--- config.mk ---
export PLATFORM = sky130hd
export DESIGN_NAME = if_layer_weight_loader
export DESIGN_NICKNAME = d
export VERILOG_FILES = /design/src/rtl/snn_pkg.sv /design/src/rtl/if_layer_weight_loader.sv
export SDC_FILE = /design/constraint.sdc
export NUM_CORES = 1
export LEC_CHECK = 0
export ABC_AREA = 1
export BUFFER_PORTS_ARGS = -buffer_cell sky130_fd_sc_hd__buf_2
export CELL_PAD_IN_SITES_DETAIL_PLACEMENT = 1
export CELL_PAD_IN_SITES_GLOBAL_PLACEMENT = 2
export CORE_ASPECT_RATIO = 0.75
export CORE_UTILIZATION = 30
export CTS_BUF_LIST = sky130_fd_sc_hd__clkbuf_8
export CTS_CLUSTER_DIAMETER = 60
export DETAILED_ROUTE_END_ITERATION = 8
export PLACE_DENSITY = 0.95
export SETUP_SLACK_MARGIN = 0.05
export SYNTH_ARGS = -nofsm -noshare
export SYNTH_HDL_FRONTEND = slang
export SYNTH_SLANG_ARGS = --single-unit
--- constraint.sdc ---
create_clock -name mem_clk -period 5.2 [get_ports mem_clk]
set_input_delay 0.26 -clock mem_clk [delete_from_list [all_inputs] [get_ports mem_clk]]
set_output_delay 0.26 -clock mem_clk [all_outputs]
set_load 0.03 [all_outputs]
--- src/rtl/snn_pkg.sv ---
// Shared types and helpers for the SNN layer controllers.
package snn_pkg;

  localparam int unsigned WL_STATE_W = 3;

  typedef logic [WL_STATE_W-1:0] wl_state_t;

  localparam wl_state_t WL_IDLE  = 3'd0;
  localparam wl_state_t WL_LOAD  = 3'd1;
  localparam wl_state_t WL_RB    = 3'd2;
  localparam wl_state_t WL_DRAIN = 3'd3;
  localparam wl_state_t WL_CHECK = 3'd4;

  // Counter width for a bound n, never narrower than one bit.
  function automatic int unsigned CNT_W(input int unsigned n);
    if (n <= 32'd1) return 32'd1;
    return 32'($clog2(n));
  endfunction

endpackage

--- src/rtl/if_layer_weight_loader.sv ---
// Loads a layer's neuron weight memories from a host stream, holding the
// neurons in reset, then optionally reads every weight back against a checksum.
module if_layer_weight_loader
  import snn_pkg::*;
#(
  parameter int unsigned NUM_NEURONS       = 4,
  parameter int unsigned NUM_INPUTS        = 4,
  parameter int unsigned WEIGHT_SIZE       = 32,
  parameter int unsigned WEIGHT_ADDR_WIDTH = 8,
  parameter int unsigned VERIFY            = 1
) (
  input  logic                               mem_clk,
  input  logic                               rst,
  input  logic                               start,
  output logic                               busy,
  output logic                               done,
  output logic                               error,
  output logic [WEIGHT_SIZE-1:0]             checksum,
  input  logic                               s_valid,
  output logic                               s_ready,
  input  logic [WEIGHT_SIZE-1:0]             s_data,
  output logic                               nrn_rst,
  output logic [WEIGHT_ADDR_WIDTH-1:0]       mem_addr,
  output logic [WEIGHT_SIZE-1:0]             mem_din,
  output logic [NUM_NEURONS-1:0]             mem_wen,
  input  logic [NUM_NEURONS*WEIGHT_SIZE-1:0] mem_dout_bus
);

  localparam int unsigned NW = CNT_W(NUM_NEURONS);
  localparam int unsigned IW = CNT_W(NUM_INPUTS);

  wl_state_t                    r_state;
  logic [NW-1:0]                r_nrn;
  logic [IW-1:0]                r_inp;
  logic                         r_busy;
  logic                         r_done;
  logic                         r_error;
  logic                         r_s_ready;
  logic                         r_nrn_rst;
  logic [WEIGHT_SIZE-1:0]       r_checksum;
  logic [WEIGHT_SIZE-1:0]       r_rb_sum;
  logic [WEIGHT_ADDR_WIDTH-1:0] r_mem_addr;
  logic [WEIGHT_SIZE-1:0]       r_mem_din;
  logic [NUM_NEURONS-1:0]       r_mem_wen;
  logic                         r_rd_vld;
  logic [NW-1:0]                r_rd_nrn;
  logic                         r_sel_vld;
  logic [NW-1:0]                r_sel_nrn;

  wl_state_t                    w_state_nxt;
  logic [NW-1:0]                w_nrn_nxt;
  logic [IW-1:0]                w_inp_nxt;
  logic                         w_done_nxt;
  logic                         w_error_nxt;
  logic [WEIGHT_SIZE-1:0]       w_checksum_nxt;
  logic [WEIGHT_SIZE-1:0]       w_rb_sum_nxt;
  logic [WEIGHT_ADDR_WIDTH-1:0] w_mem_addr_nxt;
  logic [WEIGHT_SIZE-1:0]       w_mem_din_nxt;
  logic [NUM_NEURONS-1:0]       w_mem_wen_nxt;
  logic                         w_rd_vld_nxt;
  logic [NW-1:0]                w_rd_nrn_nxt;

  logic                         w_hs;
  logic                         w_inp_last;
  logic                         w_last;
  logic [NW-1:0]                w_nrn_adv;
  logic [IW-1:0]                w_inp_adv;
  logic [NUM_NEURONS-1:0]       w_onehot;
  logic [WEIGHT_SIZE-1:0]       w_rd_word;
  logic [WEIGHT_SIZE-1:0]       w_rb_sum;

  assign w_hs       = r_s_ready && s_valid;
  assign w_inp_last = (r_inp == IW'(NUM_INPUTS - 1));
  assign w_last     = w_inp_last && (r_nrn == NW'(NUM_NEURONS - 1));
  assign w_inp_adv  = w_inp_last ? '0 : r_inp + IW'(1);
  assign w_nrn_adv  = w_last ? '0 : (w_inp_last ? r_nrn + NW'(1) : r_nrn);

  // Write-enable decode for the current neuron and readback slice select.
  always_comb begin
    w_onehot  = '0;
    w_rd_word = '0;
    for (int unsigned n = 0; n < NUM_NEURONS; n++) begin
      w_onehot[n] = (r_nrn == NW'(n));
      if (r_sel_nrn == NW'(n)) w_rd_word = mem_dout_bus[n*WEIGHT_SIZE +: WEIGHT_SIZE];
    end
  end

  // Readback sum including the slice being captured this cycle.
  assign w_rb_sum = r_rb_sum + (r_sel_vld ? w_rd_word : '0);

  always_comb begin
    w_state_nxt    = r_state;
    w_nrn_nxt      = r_nrn;
    w_inp_nxt      = r_inp;
    w_done_nxt     = 1'b0;
    w_error_nxt    = r_error;
    w_checksum_nxt = r_checksum;
    w_rb_sum_nxt   = w_rb_sum;
    w_mem_addr_nxt = r_mem_addr;
    w_mem_din_nxt  = r_mem_din;
    w_mem_wen_nxt  = '0;
    w_rd_vld_nxt   = 1'b0;
    w_rd_nrn_nxt   = r_rd_nrn;

    case (r_state)
      WL_IDLE: begin
        if (start) begin
          w_state_nxt    = WL_LOAD;
          w_nrn_nxt      = '0;
          w_inp_nxt      = '0;
          w_checksum_nxt = '0;
          w_error_nxt    = 1'b0;
          w_rb_sum_nxt   = '0;
        end
      end
      WL_LOAD: begin
        if (w_hs) begin
          w_mem_addr_nxt = WEIGHT_ADDR_WIDTH'(r_inp);
          w_mem_din_nxt  = s_data;
          w_mem_wen_nxt  = w_onehot;
          w_checksum_nxt = r_checksum + s_data;
          w_nrn_nxt      = w_nrn_adv;
          w_inp_nxt      = w_inp_adv;
          if (w_last) begin
            if (VERIFY != 0) begin
              w_state_nxt = WL_RB;
            end else begin
              w_state_nxt = WL_IDLE;
              w_done_nxt  = 1'b1;
            end
          end
        end
      end
      WL_RB: begin
        w_mem_addr_nxt = WEIGHT_ADDR_WIDTH'(r_inp);
        w_rd_vld_nxt   = 1'b1;
        w_rd_nrn_nxt   = r_nrn;
        w_nrn_nxt      = w_nrn_adv;
        w_inp_nxt      = w_inp_adv;
        if (w_last) w_state_nxt = WL_DRAIN;
      end
      WL_DRAIN: begin
        w_state_nxt = WL_CHECK;
      end
      WL_CHECK: begin
        w_error_nxt = (w_rb_sum != r_checksum);
        w_done_nxt  = 1'b1;
        w_state_nxt = WL_IDLE;
      end
      default: begin
        w_state_nxt = WL_IDLE;
      end
    endcase
  end

  always_ff @(posedge mem_clk) begin
    if (rst) begin
      r_state    <= WL_IDLE;
      r_nrn      <= '0;
      r_inp      <= '0;
      r_busy     <= 1'b0;
      r_done     <= 1'b0;
      r_error    <= 1'b0;
      r_s_ready  <= 1'b0;
      r_nrn_rst  <= 1'b0;
      r_checksum <= '0;
      r_rb_sum   <= '0;
      r_mem_addr <= '0;
      r_mem_din  <= '0;
      r_mem_wen  <= '0;
      r_rd_vld   <= 1'b0;
      r_rd_nrn   <= '0;
      r_sel_vld  <= 1'b0;
      r_sel_nrn  <= '0;
    end else begin
      r_state    <= w_state_nxt;
      r_nrn      <= w_nrn_nxt;
      r_inp      <= w_inp_nxt;
      r_busy     <= (w_state_nxt != WL_IDLE);
      r_done     <= w_done_nxt;
      r_error    <= w_error_nxt;
      r_s_ready  <= (w_state_nxt == WL_LOAD);
      r_nrn_rst  <= (w_state_nxt != WL_IDLE);
      r_checksum <= w_checksum_nxt;
      r_rb_sum   <= w_rb_sum_nxt;
      r_mem_addr <= w_mem_addr_nxt;
      r_mem_din  <= w_mem_din_nxt;
      r_mem_wen  <= w_mem_wen_nxt;
      r_rd_vld   <= w_rd_vld_nxt;
      r_rd_nrn   <= w_rd_nrn_nxt;
      // Neuron dout lags the issued address by one cycle.
      r_sel_vld  <= r_rd_vld;
      r_sel_nrn  <= r_rd_nrn;
    end
  end

  assign busy     = r_busy;
  assign done     = r_done;
  assign error    = r_error;
  assign checksum = r_checksum;
  assign s_ready  = r_s_ready;
  assign nrn_rst  = r_nrn_rst;
  assign mem_addr = r_mem_addr;
  assign mem_din  = r_mem_din;
  assign mem_wen  = r_mem_wen;

endmodule

### Word level (Yosys, flattened, before mapping)

Cells that the tools add are included.

| cells by class | value |
|---|---|
| add/sub/neg operators | 4 |
| equality and inequality tests | 15 |
| multiplexer cells | 29 |
| bitwise logic cells | 2 |
| reduce and logical (&&, ||, !) cells | 16 |

Operator list:

| kind | number |
|---|---|
| $mux W32 | 9 |
| $add A32 B32 Y32 | 2 |
| $pmux W32 S2 | 1 |
| $ne A32 B32 Y1 | 1 |
| $pmux W8 S2 | 1 |
| $mux W2 | 6 |
| $mux W3 | 4 |
| $pmux W2 S3 | 2 |
| $pmux W3 S4 | 1 |
| $eq A2 B2 Y1 const B | 5 |
| $mux W8 | 1 |
| $eq A3 B1 Y1 const B | 2 |
| $eq A3 B2 Y1 const B | 2 |
| $reduce_and A2 Y1 | 3 |
| $reduce_and A3 Y1 | 2 |
| $reduce_bool A2 Y1 | 3 |
| $reduce_bool A3 Y1 | 2 |
| $add A2 B1 Y2 const B | 2 |
| $eq A2 B1 Y1 const B | 2 |
| $logic_not A2 Y1 | 2 |
| $ne A2 B2 Y1 const B | 2 |
| $eq A3 B3 Y1 const B | 1 |
| $logic_not A3 Y1 | 1 |
| $mux W1 | 3 |
| other kinds (4) | 6 |

| storage, ports and cells | value |
|---|---|
| flip-flop bits (word level) | 125 |
| input bits | 164 |
| output and inout bits | 81 |
| word-level logic and storage cells | 82 |

### Longest topological paths before layout

Gate-level depths: netlist of the first run.

| depth | value |
|---|---|
| depth in word-level cells | 9 |
| depth in mapped cells | 27 |
| depth with buffers taken out | 26 |

### Worst setup path before layout of the first run

OpenSTA, ideal clock, no wires.

| timing | value |
|---|---|
| path type | register to register |
| start | register r_sel_nrn[1] |
| end | register r_error, in the netlist error |
| setup time | 0.113 ns |
| arrival time | 3.012 ns |
| setup slack | 2.075 ns |
| stages on the path, launching flop included | 24 |
| buffers on the path | 1 |
| clock period less this slack | 3.125 ns |
| path through | dfxtp_1 > nor2_2 > inv_1 > clkbuf_1 > o221ai_1 > a21oi_1 > ha_1 > fa_1 > nand3_1 > nand3_1 > nand3_1 > nand3_2 > nand2_1 > nand2_1 > nand2_1 > nand2_1 > nand2_1 > nand2_1 > nor2_1 > nand2_1 > nor2_1 > nand3_1 > nand2_1 > nand2_1 |

| between the ends | value |
|---|---|
| word-level cells in the longest chain between the ends | 9 |
| elaborated cells between the ends (all ways) | 12 |

RTL lines:

| element | line | RTL |
|---|---|---|
| start: declaration | if_layer_weight_loader.sv:48 | `logic [NW-1:0] r_sel_nrn;` |
| start signal: assignment | if_layer_weight_loader.sv:193 | `r_sel_nrn <= r_rd_nrn;` |
| $logic_not A2 Y1 | if_layer_weight_loader.sv:84 | `if (r_sel_nrn == NW'(n)) w_rd_word = mem_dout_bus[n*WEIGHT_SIZE +: WEIGHT_SIZE];` |
| $mux W32 (3 in a row) | if_layer_weight_loader.sv:84 |  |
| $mux W32 * | if_layer_weight_loader.sv:84 |  |
| $mux W32 * | if_layer_weight_loader.sv:89 | `assign w_rb_sum = r_rb_sum + (r_sel_vld ? w_rd_word : '0);` |
| $add A32 B32 Y32 * | if_layer_weight_loader.sv:89 |  |
| $ne A32 B32 Y1 * | if_layer_weight_loader.sv:146 | `w_error_nxt = (w_rb_sum != r_checksum);` |
| $pmux W1 S2 * | if_layer_weight_loader.sv:105 | `case (r_state)` |
| end signal: assignment | if_layer_weight_loader.sv:181 | `r_error <= w_error_nxt;` |
| end: declaration | if_layer_weight_loader.sv:37 | `logic r_error;` |

Every way passes the cells marked *; elsewhere a longest branch is shown, timed or not.
A chain may end at the register's enable or synchronous reset.

### Final worst setup path of the first run

| timing | value |
|---|---|
| start | register r_sel_nrn[0] |
| end | register r_error, in the netlist error |

Same word-level chain as after synthesis.

==> summary.txt, run 1 <==
Run status
  • Status: finished, final reports clean

Cells and area
  • Layout cell share with drive strength beyond 1: 0.1611
  • Final Non-Filler Cells: 2329
  • Area growth syn-to-layout: 20.35%
  • Commonest non-fill, non-tap cell in the layout: nand2_1
  • Most frequent cells in the layout: nand2_1, buf_2, inv_1, nor2_1, dfxtp_1
  • Filler cell count: 4386
  • Final core utilization: 0.3725
  • Final std cell area, no fill: 11820 um2
  • Net count, final: 2113

Floorplan
  • Initial Util: 0.3095
  • Rows: 56
  • Die ar.: 33480 um2
  • Die Ht: 158.7 um
  • Die Width: 210.9 um
  • I/O pins: 245
  • Core area: 31740 um2

Global route
  • Gr usage total: 0.2342
  • Vias in the first global route: 11612
  • Initial antenna violation count: 1
  • Total global routing overflow: 0
  • Largest net degree at the start of global routing: 48
  • First-pass GRT wire length: 61640 um

Clock tree
  • Post-CTS Hold Buffers: 0
  • Clock latency at the later pin of the worst-skew pair: 0.48 ns
  • PostCTS Resize Cnt: 0
  • CTS sink cnt: 119
  • Max Buffers Root-to-Sink: 2
  • Clock slew at reported path FFs: 0.10 ns
  • H-tree depth: 4
  • Number of buffers created by CTS: 17
  • Post-CTS Setup Bufs: 0
  • CTS tree: yes
  • Root Buffer: clkbuf_8

Power
  • Pwr Total: 2.146 mW
  • Leak: 6.349 nW
  • Power Density: 181.5 nW/um2
  • Peak VDD IR: 0.1366 mV

Critical path
  • Slowest CP cell: nor2_2
  • Max incr delay on CP: 0.67 ns
  • WP depth: 22
  • Crit path kind: reg -> reg
  • Crit-path cells: nor2_2, inv_1, o221ai_1, a21oi_1, ha_1, fa_1, nand3_1, nand3_1, nand3_1, nand3_2, nand2_1, nand2_1, nand2_1, nand2_1, nand2_1, nand2_1, nor2_1, nand2_1, nor2_1, nand3_1, nand2_1, nand2_1
  • R2r startpoint: r_sel_nrn[0]$_SDFF_PP0_
  • Crit path DAT: 4.74 ns
  • Most used cell along the critical path: nand2_1
  • Reg2Reg Setup Slack: 0.83 ns
  • WP data required: 5.58 ns
  • Reg-to-Reg End: error$_SDFFE_PP0P_
  • Setup crit end kind: register
  • Crit path max-delay family: simple AND/OR/NAND/NOR gates
  • Reg2Reg Depth: 22
  • Worst path bufs/invs: 1
  • Crit path from: r_sel_nrn[0]$_SDFF_PP0_
  • Crit-path max FO: 22
  • Worst Setup EP: error$_SDFFE_PP0P_
  • Startpoint types: register

Yosys
  • Post-synth ARST share: 0
  • Sequential fraction of the synthesis area: 0.2425
  • Yosys warns: 0
  • Number of flops mapped to enable cells by yosys: 0
  • Synth Area per Inst: 5.921 um2
  • Syn Inst Count: 1659
  • Primary FF master, synth: dfxtp_1
  • Mapped Area: 9823 um2
  • Yosys reg bits: 119
  • Distinct cells, synth: 44

STA
  • Final Max Tran Viols: 0
  • Final setup viols: 0
  • Final Hold Fails: 0
  • Min Hold Slack: 0.02192 ns
  • RSZ-0062 raised after global routing: false
  • TNS Setup: 0 ns
  • Worst-margin pin slew: 0.8805 ns
  • Worst slew margin: 0.4122
  • Max Freq: 228.9 MHz
  • Setup slack after layout: 0.8321 ns
  • Tcrit/Tclk final: 0.8400
  • Fin crit period: 4.368 ns
  • Clock skew: 0.02128 ns

Placed design
  • Worst slack, placed: 0.8071 ns
  • DP Wirelength: 32760 um
  • Number of port buffers: 238
  • Placed inst area: 11420 um2
  • DP Cell Count: 2296
  • Global placement routability congestion: 0.9268

Flow run
  • Max Cap Violations: 0

Drt
  • WL final: 39840 um
  • DRC Markers: 0
  • Total number of vias: 11567
  • Total iterations of the first detailed-routing run: 8
  • Drt wl/cell: 17.10 um
  • Via-per-instance ratio: 4.967
  • Drt initial violations: 727
  • Antenna Nets Post-Route: 0

Min path
  • Worst Hold Class: in -> reg
## final cells by class
type	instances	area (um2)	area share
Multi-Input combinational cell	1266	6384	0.5400
Sequential cell	119	2382	0.2015
Timing Repair Buffer	244	1236	0.1046
Inverter	232	870.8	0.07366
Tap cell	435	544.3	0.04604
Clock buffer	17	234.0	0.01979
Clock inverter	15	168.9	0.01429
Antenna cell	1	2.502	0.0002117
## worst min-delay path by stage
stage	start	end	slack, ns	depth (start not counted)
final	s_data[2]	mem_din[2]$_SDFFE_PP0P_	0.02	3
after global routing	s_data[3]	mem_din[3]$_SDFFE_PP0P_	0.02	3
after CTS	s_data[2]	mem_din[2]$_SDFFE_PP0P_	0.007	3
after detailed placement	r_rd_vld$_SDFF_PP0_	r_sel_vld$_SDFF_PP0_	0.45	2
after global placement	r_rd_vld$_SDFF_PP0_	r_sel_vld$_SDFF_PP0_	0.45	2
after floorplan	rst	r_state[0]$_SDFF_PP0_	0.34	1
## metal layers
| metal | GRT usage | routed length [um] |
|---|---|---|
| met1 | 0.3343 | 19850 |
| met2 | 0.3678 | 17160 |
| met3 | 0.03718 | 2328 |
| met4 | 0.04875 | 480 |
| met5 | 0 | 13 |
## sequential cells by signal, indices dropped and copies added, names as in the netlist
name,flops
r_sel_vld,1
checksum,32
r_nrn,2
r_rb_sum,32
r_state,3
mem_wen,4
mem_addr,2
s_ready,1
nrn_rst,1
r_sel_nrn,2
r_rd_vld,1
done,1
mem_din,32
r_rd_nrn,2
error,1
r_inp,2
## cells in the mapped netlist, drive strengths merged, types with 8 or more instances
master    n  area, um2
a21oi   113      565.5
buf      14      87.59
clkbuf   33      127.6
dfxtp   119       2382
ha       67      838.3
inv     232      870.8
nand2   498       1877
nand3   106      540.5
nand3b   13      97.59
nand4    18      112.6
nor2    231      882.1
nor3     16      90.09
o211ai   20      150.1
o21ai    94      470.5
o221ai   11      96.34
or2      11      68.82
xnor2    13      113.9
xor2      8      70.07
## where the power goes
part | internal [mW] | total [mW] | switching [mW]
registers | 0.927 | 0.942 | 0.0151
logic | 0.109 | 0.297 | 0.188
clock network | 0.437 | 0.907 | 0.470
total | 1.47 | 2.15 | 0.673
## logic make-up after synthesis
logic type / after synthesis / synth area share
and+or+nand+nor: 900 / 0.3782
buffers and inverters: 279 / 0.1106
AOI/OAI and AO/OA: 266 / 0.1509
DFF: 119 / 0.2425
adders and majority gates: 69 / 0.08942
xor gates and xnor gates: 25 / 0.02802
other: 1 / 0.0003818
## worst register-to-register path, delay by kind of cell, from the launching register on
| family | cells | cell delay, ns |
|---|---|---|
| and+or+nand+nor | 17 | 2.13 |
| adders and majority gates | 2 | 0.83 |
| DFF | 1 | 0.53 |
| AOI/OAI and AO/OA | 2 | 0.41 |
| buffers and inverters | 1 | 0.38 |
No activity file was read; power rests on OpenSTA's default activity.
==> inputs of run 2 (changes only) <==
Settings changed: CORE_UTILIZATION 30 to 26, PLACE_DENSITY 0.95 to 0.92.
Clock period 5.2 ns to 3.5 ns, I/O delays scaled along.
==> summary.txt, run 2 (synthesized netlist as in run 1, its figures left out) <==
Global route
  • Largest net degree at the start of global routing: 54 (+13%)
  • First-pass GRT wire length: 64980 um (+5.4%)
  • Total global routing overflow: 0 (unchanged)
  • Vias in the first global route: 12066 (+3.9%)
  • Gr usage total: 0.2178 (-0.01642)
  • Initial antenna violation count: 1 (unchanged)

Critical path
  • Most used cell along the critical path: nand2_1
  • Setup crit end kind: register
  • Crit-path max FO: 6 (-73%)
  • Crit path DAT: 3.62 ns (-1.12 ns)
  • Slowest CP cell: dfxtp_4
  • Worst path bufs/invs: 5 (+4)
  • Startpoint types: register
  • Crit path kind: reg -> reg
  • Max incr delay on CP: 0.38 ns (-0.29 ns)
  • Crit path max-delay family: simple AND/OR/NAND/NOR gates
  • Reg2Reg Depth: 25 (+14%)
  • WP data required: 3.88 ns (-1.70 ns)
  • WP depth: 25 (+14%)

Cells and area
  • Layout cell share with drive strength beyond 1: 0.2138 (+0.05269)
  • Filler cell count: 4947 (+13%)
  • Register area: 2390 um2 (+0.32%)
  • Area growth syn-to-layout: 32.29%
  • Net count, final: 2189 (+3.6%)
  • Most frequent cells in the layout: nand2_1, buf_2, inv_1, nor2_1, dfxtp_1
  • Diode count: 0 (-1)
  • Multi-input logic area: 6794 um2 (+6.4%)
  • Commonest non-fill, non-tap cell in the layout: nand2_1
  • Final Non-Filler Cells: 2473 (+6.2%)

Drt
  • Total number of vias: 12022 (+3.9%)
  • DRC Markers: 0 (unchanged)
  • WL final: 42870 um (+7.6%)
  • Total iterations of the first detailed-routing run: 4 (-4)
  • Drt wl/cell: 17.34 um (+1.4%)
  • Via-per-instance ratio: 4.861 (-2.1%)
  • Antenna Nets Post-Route: 0 (unchanged)
  • Drt initial violations: 611 (-16%)

STA
  • TNS Setup: 0 ns (unchanged)
  • Final setup viols: 0 (unchanged)
  • Final Max Tran Viols: 0 (unchanged)
  • Worst-margin pin slew: 0.9105 ns (+0.03000 ns)
  • Fin crit period: 3.243 ns (-1.125 ns)
  • Clock skew: 0.02013 ns (-0.001158 ns)
  • RSZ-0062 raised after global routing: false
  • Final Hold Fails: 0 (unchanged)
  • Max Freq: 308.4 MHz (+35%)
  • Tcrit/Tclk final: 0.9265 (+0.08655)
  • Worst slew margin: 0.3930 (-0.01914)

Run status
  • Status: finished, final reports clean

Clock tree
  • Root Buffer: clkbuf_8
  • Clock slew at reported path FFs: 0.09 ns (about the same)
  • CTS sink cnt: 119 (unchanged)
  • Number of buffers created by CTS: 17 (unchanged)
  • Clock latency at the later pin of the worst-skew pair: 0.48 ns (about the same)
  • Max Buffers Root-to-Sink: 2 (unchanged)
  • CTS tree: yes
  • H-tree depth: 4 (unchanged)

Power
  • Pwr Total: 3.185 mW (+48%)
  • Sequential share of power: 0.439 (about the same)
  • Peak VDD IR: 0.2163 mV (+58%)
  • Leak: 6.734 nW (+6.1%)
  • Net Sw Frac: 0.3280 (+0.01447)
  • Clock power frac: 0.411 (-0.011)
  • Switching power: 1.045 mW (+55%)
  • Internal: 2.140 mW (+45%)
  • Power Density: 245.1 nW/um2 (+35%)
  • Comb pwr share: 0.150 (+0.012)

Floorplan
  • Initial Util: 0.2643 (-0.04520)
  • Die Width: 226.4 um (+7.3%)
  • Die Ht: 170.3 um (+7.3%)
  • Rows: 61 (+8.9%)
  • I/O pins: 245 (unchanged)
  • Die ar.: 38570 um2 (+15%)
  • Core area: 37170 um2 (+17%)

Placed design
  • Global placement routability congestion: 0.9421 (+1.7%)
  • Number of port buffers: 238 (unchanged)
  • DP Cell Count: 2398 (+4.4%)
  • DP Wirelength: 33610 um (+2.6%)

Min path
  • Worst Hold Class: in -> reg
  • Min-Delay Path Depth: 5 (+2)

Flow run
  • Max Cap Violations: 0 (unchanged)
run 2: cell count changes in the layout (fill, tap and decap cells not counted), moves of 7 or more:
cell / previous run / this run
nand2_1: 495 / 476
buf_4: 6 / 44
nor2_1: 223 / 212
nor2_4: 1 / 8
dlygate4sd3_1: 0 / 32
a21oi_2: 0 / 13
nand2_2: 3 / 21
ha_4: 0 / 13
a21oi_1: 113 / 99
ha_1: 67 / 49
run 2: path summary, 6_finish.rpt:
check	start	to	slack (ns)
setup / recovery	r_sel_nrn[0]$_SDFF_PP0_	error$_SDFFE_PP0P_	0.26
hold / removal	start	s_ready$_SDFF_PP0_	0.16
setup reg to reg	r_sel_nrn[0]$_SDFF_PP0_	error$_SDFFE_PP0P_	0.26
hold reg to reg	r_rd_vld$_SDFF_PP0_	r_sel_vld$_SDFF_PP0_	0.42
run 2: cell type report:
class,count,share of cell area
Multi-Input combinational cell,1266,0.5228
Sequential cell,119,0.1839
Timing Repair Buffer,320,0.1486
Inverter,232,0.06701
Tap cell,504,0.04853
Clock buffer,17,0.01800
Clock inverter,15,0.01117
run 2: through the flow:
| step | util | setup slack, ns | hold slack [ns] | instance area (um2) |
|---|---|---|---|---|
| after detailed placement | 0.3172 | -0.09924 | 0.4089 | 11790 |
| after floorplan | - | 0.3749 | 0.2513 | 9842 |
| after CTS | 0.3363 | 0.07394 | 0.1340 | 12500 |
| final | 0.3496 | 0.2571 | 0.1635 | 13000 |
| after global placement | 0.3172 | 0.07707 | 0.4130 | 11790 |
| after global routing | 0.3496 | 0.02216 | 0.1699 | 13000 |
run 2: power by group through the flow:
stage	Sequential [mW]	Clock (mW)	Combinational, mW
finish	1.40	1.31	0.479
detailed placement	1.43	0	0.444
global placement	1.43	0	0.436
floorplan	1.46	0	0.212
CTS	1.40	1.33	0.474
global route	1.40	1.39	0.525
run 2: layer usage:
layer  global-route usage  vias up  wire length [um]
met5                    0        -                 0
met4              0.04436        0               418
met3              0.04299       27              2859
met2               0.3513      344             19040
met1               0.2988     5737             20550
li1                     -     5914                 -
run 2: worst reg2reg max path, delay by kind of cell, from the launching register on:
kind            cells  cell delay [ns]
simple gates       17             1.54
buf+inv             5             0.56
flops               1             0.38
compound gates      2             0.31
fa+ha+maj           1             0.34
run 2: repair_timing:
action,4_1_cts,5_1_grt
endpoints found under the setup margin,1,1
cloned,0,1
buffers inserted,0,10
resized for setup,6,99
hold buffers,32,0
pin swaps,0,17
endpoints found under the hold margin,32,0
